`config.mk`:
```
export PLATFORM = sky130hd
export DESIGN_NAME = proc_boot_ctrl_flat
export DESIGN_NICKNAME = d
export VERILOG_FILES = /design/src/rtl/boot_pkg.sv /design/src/rtl/proc_boot_ctrl_if.sv /design/src/rtl/proc_boot_mux.sv /design/src/rtl/proc_boot_ctrl.sv /design/src/flat_wrapper.sv
export SDC_FILE = /design/constraint.sdc
export NUM_CORES = 1
export LEC_CHECK = 0
export ABC_CLOCK_PERIOD_IN_PS = 3100
export CAP_MARGIN = 0
export CELL_PAD_IN_SITES_DETAIL_PLACEMENT = 1
export CELL_PAD_IN_SITES_GLOBAL_PLACEMENT = 1
export CORE_UTILIZATION = 31
export CTS_CLUSTER_SIZE = 8
export DETAILED_ROUTE_END_ITERATION = 10
export GPL_TIMING_DRIVEN = 0
export MAX_ROUTING_LAYER = met4
export PLACE_DENSITY = 0.89
export SLEW_MARGIN = 10
export SYNTH_ARGS = -nofsm -noshare
export SYNTH_HDL_FRONTEND = slang
export SYNTH_SLANG_ARGS = --single-unit
```
`constraint.sdc`:
```
create_clock -name clk -period 3.1 [get_ports clk]
set_input_delay 0.31 -clock clk [delete_from_list [all_inputs] [get_ports clk]]
set_output_delay 0.31 -clock clk [all_outputs]
set_load 0.03 [all_outputs]
```
`src/rtl/boot_pkg.sv`:
```
// boot_pkg: shared types and constants for the TinyRV1 boot sequencer.
`default_nettype none

package boot_pkg;

    typedef enum logic [1:0] {
        ST_IDLE = 2'd0,
        ST_LOAD = 2'd1,
        ST_RUN  = 2'd2,
        ST_DONE = 2'd3
    } state_t;

    localparam logic        MEMREQ_READ       = 1'b0;
    localparam logic        MEMREQ_WRITE      = 1'b1;
    localparam logic [31:0] DEFAULT_BASE_ADDR = 32'h0000_0200;

endpackage

`default_nettype wire

```
`src/rtl/proc_boot_ctrl_if.sv`:
```
// proc_boot_ctrl_if: host load stream plus processor-side and memory-side dmem request buses.
`default_nettype none

interface proc_boot_ctrl_if;

    logic        load_val;
    logic        load_rdy;
    logic [31:0] load_data;

    logic        proc_dmemreq_val;
    logic        proc_dmemreq_type;
    logic [31:0] proc_dmemreq_addr;
    logic [31:0] proc_dmemreq_wdata;

    logic        dmemreq_val;
    logic        dmemreq_type;
    logic [31:0] dmemreq_addr;
    logic [31:0] dmemreq_wdata;

    modport slave (
        input  load_val, load_data,
        input  proc_dmemreq_val, proc_dmemreq_type, proc_dmemreq_addr, proc_dmemreq_wdata,
        output load_rdy,
        output dmemreq_val, dmemreq_type, dmemreq_addr, dmemreq_wdata
    );

    modport master (
        output load_val, load_data,
        output proc_dmemreq_val, proc_dmemreq_type, proc_dmemreq_addr, proc_dmemreq_wdata,
        input  load_rdy,
        input  dmemreq_val, dmemreq_type, dmemreq_addr, dmemreq_wdata
    );

endinterface

`default_nettype wire

```
`src/rtl/proc_boot_mux.sv`:
```
// proc_boot_mux: selects whether the loader or the processor owns the memory data port.
`default_nettype none

module proc_boot_mux (
    input  logic        sel_proc,
    input  logic        ld_val,
    input  logic        ld_type,
    input  logic [31:0] ld_addr,
    input  logic [31:0] ld_wdata,
    input  logic        proc_val,
    input  logic        proc_type,
    input  logic [31:0] proc_addr,
    input  logic [31:0] proc_wdata,
    output logic        mem_val,
    output logic        mem_type,
    output logic [31:0] mem_addr,
    output logic [31:0] mem_wdata
);

    always_comb begin
        mem_val   = ld_val;
        mem_type  = ld_type;
        mem_addr  = ld_addr;
        mem_wdata = ld_wdata;
        if (sel_proc) begin
            mem_val   = proc_val;
            mem_type  = proc_type;
            mem_addr  = proc_addr;
            mem_wdata = proc_wdata;
        end
    end

endmodule

`default_nettype wire

```
`src/rtl/proc_boot_ctrl.sv`:
```
// proc_boot_ctrl: streams a length-prefixed program into memory with the processor held in reset,
// then runs the processor until it reports a halt code or exhausts its cycle budget.
`default_nettype none

module proc_boot_ctrl
    import boot_pkg::*;
#(
    parameter logic [31:0] BASE_ADDR  = DEFAULT_BASE_ADDR,
    parameter int          MAX_WORDS  = 256,
    parameter logic [31:0] MAX_CYCLES = 32'd1_000_000
) (
    input  logic                  clk,
    input  logic                  rst,
    proc_boot_ctrl_if.slave       bus,
    output logic                  proc_rst,
    input  logic [31:0]           proc_out2,
    output logic                  busy,
    output logic                  done,
    output logic                  timeout,
    output logic                  err,
    output logic [31:0]           halt_code,
    output logic [31:0]           cycle_cnt
);

    localparam int IDX_W = $clog2(MAX_WORDS + 1);

    state_t             r_state;
    state_t             w_next;
    logic [IDX_W-1:0]   r_idx;
    logic [IDX_W-1:0]   r_remaining;
    logic               r_load_rdy;
    logic               w_xfer;
    logic               w_halt;
    logic               w_expire;
    logic               w_len_bad;
    logic               w_ld_val;
    logic               w_ld_type;
    logic [31:0]        w_ld_addr;
    logic [31:0]        w_ld_wdata;

    assign bus.load_rdy = r_load_rdy;
    assign w_xfer       = bus.load_val & r_load_rdy;
    assign w_halt       = (proc_out2 != 32'd0);
    assign w_expire     = (cycle_cnt == (MAX_CYCLES - 32'd1));
    assign w_len_bad    = (bus.load_data > 32'(MAX_WORDS));

    always_ff @(posedge clk or negedge rst) begin
        if (!rst) begin
            r_state <= ST_IDLE;
        end else begin
            r_state <= w_next;
        end
    end

    // Write strobes are combinational so the memory commits each word on its own transfer edge.
    always_comb begin
        w_next     = r_state;
        w_ld_val   = 1'b0;
        w_ld_type  = MEMREQ_READ;
        w_ld_addr  = 32'd0;
        w_ld_wdata = 32'd0;
        case (r_state)
            ST_IDLE, ST_DONE: begin
                if (w_xfer) begin
                    if (bus.load_data == 32'd0) begin
                        w_next = ST_RUN;
                    end else if (!w_len_bad) begin
                        w_next = ST_LOAD;
                    end else begin
                        w_next = ST_DONE;
                    end
                end
            end
            ST_LOAD: begin
                if (w_xfer) begin
                    w_ld_val   = 1'b1;
                    w_ld_type  = MEMREQ_WRITE;
                    w_ld_addr  = BASE_ADDR + (32'(r_idx) << 2);
                    w_ld_wdata = bus.load_data;
                    if (r_remaining == IDX_W'(1)) begin
                        w_next = ST_RUN;
                    end
                end
            end
            ST_RUN: begin
                if (w_halt || w_expire) begin
                    w_next = ST_DONE;
                end
            end
            default: w_next = ST_IDLE;
        endcase
    end

    always_ff @(posedge clk or negedge rst) begin
        if (!rst) begin
            proc_rst    <= 1'b1;
            r_load_rdy  <= 1'b1;
            busy        <= 1'b0;
            done        <= 1'b0;
            timeout     <= 1'b0;
            err         <= 1'b0;
            halt_code   <= 32'd0;
            cycle_cnt   <= 32'd0;
            r_idx       <= '0;
            r_remaining <= '0;
        end else begin
            proc_rst   <= (w_next != ST_RUN);
            r_load_rdy <= (w_next != ST_RUN);
            busy       <= (w_next == ST_LOAD) || (w_next == ST_RUN);
            case (r_state)
                ST_IDLE, ST_DONE: begin
                    if (w_xfer) begin
                        done        <= w_len_bad;
                        err         <= w_len_bad;
                        timeout     <= 1'b0;
                        halt_code   <= 32'd0;
                        cycle_cnt   <= 32'd0;
                        r_idx       <= '0;
                        r_remaining <= bus.load_data[IDX_W-1:0];
                    end
                end
                ST_LOAD: begin
                    if (w_xfer) begin
                        r_idx       <= r_idx + 1'b1;
                        r_remaining <= r_remaining - 1'b1;
                    end
                end
                ST_RUN: begin
                    cycle_cnt <= cycle_cnt + 32'd1;
                    // A halt seen on the budget's final cycle still counts as a halt.
                    if (w_halt) begin
                        halt_code <= proc_out2;
                        done      <= 1'b1;
                    end else if (w_expire) begin
                        timeout <= 1'b1;
                        done    <= 1'b1;
                    end
                end
                default: ;
            endcase
        end
    end

    proc_boot_mux u_mux (
        .sel_proc   (r_state == ST_RUN),
        .ld_val     (w_ld_val),
        .ld_type    (w_ld_type),
        .ld_addr    (w_ld_addr),
        .ld_wdata   (w_ld_wdata),
        .proc_val   (bus.proc_dmemreq_val),
        .proc_type  (bus.proc_dmemreq_type),
        .proc_addr  (bus.proc_dmemreq_addr),
        .proc_wdata (bus.proc_dmemreq_wdata),
        .mem_val    (bus.dmemreq_val),
        .mem_type   (bus.dmemreq_type),
        .mem_addr   (bus.dmemreq_addr),
        .mem_wdata  (bus.dmemreq_wdata)
    );

endmodule

`default_nettype wire

```
`src/flat_wrapper.sv`:
```
// flat-port wrapper written by rule: the top's interface ports become plain ports
module proc_boot_ctrl_flat import boot_pkg::*;
#(
    parameter logic [31:0] BASE_ADDR  = DEFAULT_BASE_ADDR,
    parameter int          MAX_WORDS  = 256,
    parameter logic [31:0] MAX_CYCLES = 32'd1_000_000
)
  (clk, rst, proc_rst, proc_out2, busy, done, timeout, err, halt_code, cycle_cnt, bus_load_val, bus_load_data, bus_proc_dmemreq_val, bus_proc_dmemreq_type, bus_proc_dmemreq_addr, bus_proc_dmemreq_wdata, bus_load_rdy, bus_dmemreq_val, bus_dmemreq_type, bus_dmemreq_addr, bus_dmemreq_wdata);
  proc_boot_ctrl_if bus_i ();
  input  logic clk;
  input  logic rst;
  output logic proc_rst;
  input  logic [31:0] proc_out2;
  output logic busy;
  output logic done;
  output logic timeout;
  output logic err;
  output logic [31:0] halt_code;
  output logic [31:0] cycle_cnt;
  input wire logic [$bits(bus_i.load_val)-1:0] bus_load_val;
  input wire logic [$bits(bus_i.load_data)-1:0] bus_load_data;
  input wire logic [$bits(bus_i.proc_dmemreq_val)-1:0] bus_proc_dmemreq_val;
  input wire logic [$bits(bus_i.proc_dmemreq_type)-1:0] bus_proc_dmemreq_type;
  input wire logic [$bits(bus_i.proc_dmemreq_addr)-1:0] bus_proc_dmemreq_addr;
  input wire logic [$bits(bus_i.proc_dmemreq_wdata)-1:0] bus_proc_dmemreq_wdata;
  output wire logic [$bits(bus_i.load_rdy)-1:0] bus_load_rdy;
  output wire logic [$bits(bus_i.dmemreq_val)-1:0] bus_dmemreq_val;
  output wire logic [$bits(bus_i.dmemreq_type)-1:0] bus_dmemreq_type;
  output wire logic [$bits(bus_i.dmemreq_addr)-1:0] bus_dmemreq_addr;
  output wire logic [$bits(bus_i.dmemreq_wdata)-1:0] bus_dmemreq_wdata;
  assign bus_i.load_val = bus_load_val;
  assign bus_i.load_data = bus_load_data;
  assign bus_i.proc_dmemreq_val = bus_proc_dmemreq_val;
  assign bus_i.proc_dmemreq_type = bus_proc_dmemreq_type;
  assign bus_i.proc_dmemreq_addr = bus_proc_dmemreq_addr;
  assign bus_i.proc_dmemreq_wdata = bus_proc_dmemreq_wdata;
  assign bus_load_rdy = bus_i.load_rdy;
  assign bus_dmemreq_val = bus_i.dmemreq_val;
  assign bus_dmemreq_type = bus_i.dmemreq_type;
  assign bus_dmemreq_addr = bus_i.dmemreq_addr;
  assign bus_dmemreq_wdata = bus_i.dmemreq_wdata;
  proc_boot_ctrl #(.BASE_ADDR(BASE_ADDR), .MAX_WORDS(MAX_WORDS), .MAX_CYCLES(MAX_CYCLES)) u_core (.clk(clk), .rst(rst), .bus(bus_i), .proc_rst(proc_rst), .proc_out2(proc_out2), .busy(busy), .done(done), .timeout(timeout), .err(err), .halt_code(halt_code), .cycle_cnt(cycle_cnt));
endmodule
```
==> impl_metrics.ini <==
[sta]
timing.final.ws_setup_ns = 0.158
skew_ns = 0.00797
period_share_pct = 94.9
final-max-slew-violation-count = 0
setup-violations-final = 0
hold_viol = 16
timing.slew.headroom_pct = 52.9
fmax_ghz = 0.340
min_period_ns = 2.94
holdWs_ns = -0.0278
rsz0062_at_grt = no
tightestPinTransition_ns = 0.705
fin_tns_setup_ns = 0

[logic_synthesis]
yosysWarnings = 0
synth_compound_area_share_pct = 25.2
muxShareOfSynthArea_pct = 0.944
yosys.area_share.simple_pct = 21.3
syn_area_um2 = 5300
syn_inst = 570
ys_ff_latch = 89
async_flop_share_pct = 100
syn_avg_cell_area_um2 = 9.30
yosysMostFrequentCell = a22o_1
yosysTopAreaCellShare_pct = 41.5
synth_top_cell_by_area = dfrtp_1
synth_adder_area_share_pct = 2.12
synthTopCellsByArea = dfrtp_1 (42%), a22o_1 (18%), nor2_1 (4.1%)
synth_fp_nets = 712
yosysUniqueCellTypes = 49
netlist_top_cells_count = a22o_1 (107), dfrtp_1 (88), nor2_1 (58)
synth_top_family_by_area = compound AO/OA/AOI/OAI gates
synth_xor_area_share_pct = 4.62
yosysSeqAreaShare_pct = 42.0
synth_edf_count = 0
ys.flop_type = dfrtp_1

[grt]
grt_pass1_wl_um = 32200
grt-ovfl-total = 0
grtUsageTotal_pct = 23.7
grt_pass1_vias = 6108
antenna_found_initial = 0
grt_max_degree = 46

[cts]
cts_tree = built
post_cts.repair.setup_buffers = 0
clk_pin_slew_worst_paths_ns = 0.06
root_buffer = clkbuf_16
h-tree-depth = 3
cts_buffers = 9
hold_buffers = 0
ctsLongestPathBuffers = 2
cts_num_sinks = 89
clkLatencyLatePin_ns = 0.35

[pwr]
peakVddDrop_mv = 0.446
p_leak_nw = 3.87
power.density_nw_per_um2 = 826

[min_path]
hold_path_class = primary input to async pin

[place]
gp_congestion = 0.797
pre_cts_ws_ns = -0.202
place_area_um2 = 8290
portBuffers = 268
dp_hpwl_um = 15400

[run]
maxCapViolCount = 0

[die]
fp.dieH_um = 133
dieArea_um2 = 17600
die_w_um = 133
initial_core_util_pct = 31.9
row_count = 47
io_pins = 269
core_um2 = 16600

[critical_path]
cp-start-kind = flip-flop
worstSetupEndpointType = primary output
arrival_ns = 2.63
path_class = flip-flop to primary output
critPathMaxFanout = 10
cp_data_required_time_ns = 2.79

[finish]
finalCoreUtilization_pct = 51.9
area_growth_pct = 63.0
antenna_cells = 0
multi_input_area_um2 = 2880
n_fill_cell = 1881
finish.net_count = 991
drive_gt1_share_pct = 4.34
ff_latch_area_um2 = 2230
fin_area_um2 = 8640

[routing]
drt-initial-drc-count = 197
vias = 5745
wl_um = 19900
dr.pass1.iters = 4
wire_per_inst_um = 18.5
drc_errors = 0
postRouteAntennaNets = 0
viasPerCell = 5.35

[status]
outcome = finished with violations
violations = negative hold slack
routing by layer:
layer  share of wire (%)  GRT usage [%]
met5                   0              -
met4                 2.3           7.79
met3                 3.4           3.52
met2                  52           40.4
met1                  43           28.6
repair_timing:
| action | in CTS | in global routing |
|---|---|---|
| setup endpoints to repair | 54 | 37 |
| endpoints found under the hold margin | 0 | 0 |
| gates resized for setup | 25 | 19 |
| pin swaps | 0 | 0 |
worst paths after layout:
check,slack (ns),startpoint,to,depth (start not counted)
max in group asynchronous,2.47,rst,u_core.halt_code[23],2
hold / removal,-0.03,rst,u_core.r_idx[6],1
min in group clk,0.48,u_core.err,u_core.err,2
hold reg to reg,0.48,u_core.err,u_core.err,2
setup reg to reg,0.47,u_core.r_state[0],u_core.cycle_cnt[26],8
setup / recovery,0.16,u_core.r_state[1],bus_dmemreq_wdata[8],7
report_power, final:
| part | switching [W] | leakage, nW | internal (W) | total [W] |
|---|---|---|---|---|
| clock | 0.000484 | 0.156 | 0.000706 | 0.00119 |
| sequential | 0.000239 | 1.19 | 0.00141 | 0.00165 |
| combinational | 0.00259 | 2.53 | 0.00172 | 0.00431 |
| total | 0.00331 | 3.87 | 0.00383 | 0.00714 |
layout make-up:
| cell class | count | area share (%) |
|---|---|---|
| Multi-Input combinational cell | 430 | 33.3 |
| Timing Repair Buffer | 269 | 31.6 |
| Sequential cell | 89 | 25.8 |
| Tap cell | 220 | 3.19 |
| Clock buffer | 9 | 2.61 |
| Buffer | 40 | 2.06 |
| Clock inverter | 6 | 1.06 |
| Inverter | 10 | 0.434 |
state kept, by name, summed over array words and instances (netlist names):
signal,cells
u_core.r_remaining,9
u_core.cycle_cnt,32
u_core.r_idx,9
u_core.halt_code,32
u_core.done,1
u_core.err,1
u_core.timeout,1
u_core.r_state,2
u_core.busy,1
u_core.proc_rst,1
kinds of logic after synthesis:
family                   after synthesis
AO/OA/AOI/OAI                        173
XOR/XNOR                              28
adder cells (fa/ha/maj)                9
buffers and inverters                 51
flip-flops                            89
multiplexers                           5
AND/OR/NAND/NOR                      215
stage by stage:
step	hold slack [ns]	cells	power (W)
after detailed placement	0.378	1059	0.00603
after global placement	0.462	1058	0.00590
after floorplan	0.0144	570	0.00432
after global routing	0.0292	1073	0.00762
after CTS	0.00656	1074	0.00722
final	-0.0278	1073	0.00714
placed cells by master (no fill, tap or decap), types with 22 or more instances in the layout:
master	count
nor4_1	22
xor2_1	22
nor2_1	57
clkbuf_1	26
dfrtp_1	88
and2_1	23
a21oi_1	26
a22o_1	107
clkdlybuf4s50_1	237
nand2_1	37
worst max-delay path, stage by stage, from the launching register on:
cell and delay, ns:
dfrtp_1 0.40, inv_1 0.09, ha_1 0.30, nand2_1 0.15, nor2_4 0.24, clkbuf_2 0.27
a22o_1 0.16, clkdlybuf4s50_1 0.68
Power figures use the tool's default switching activity.
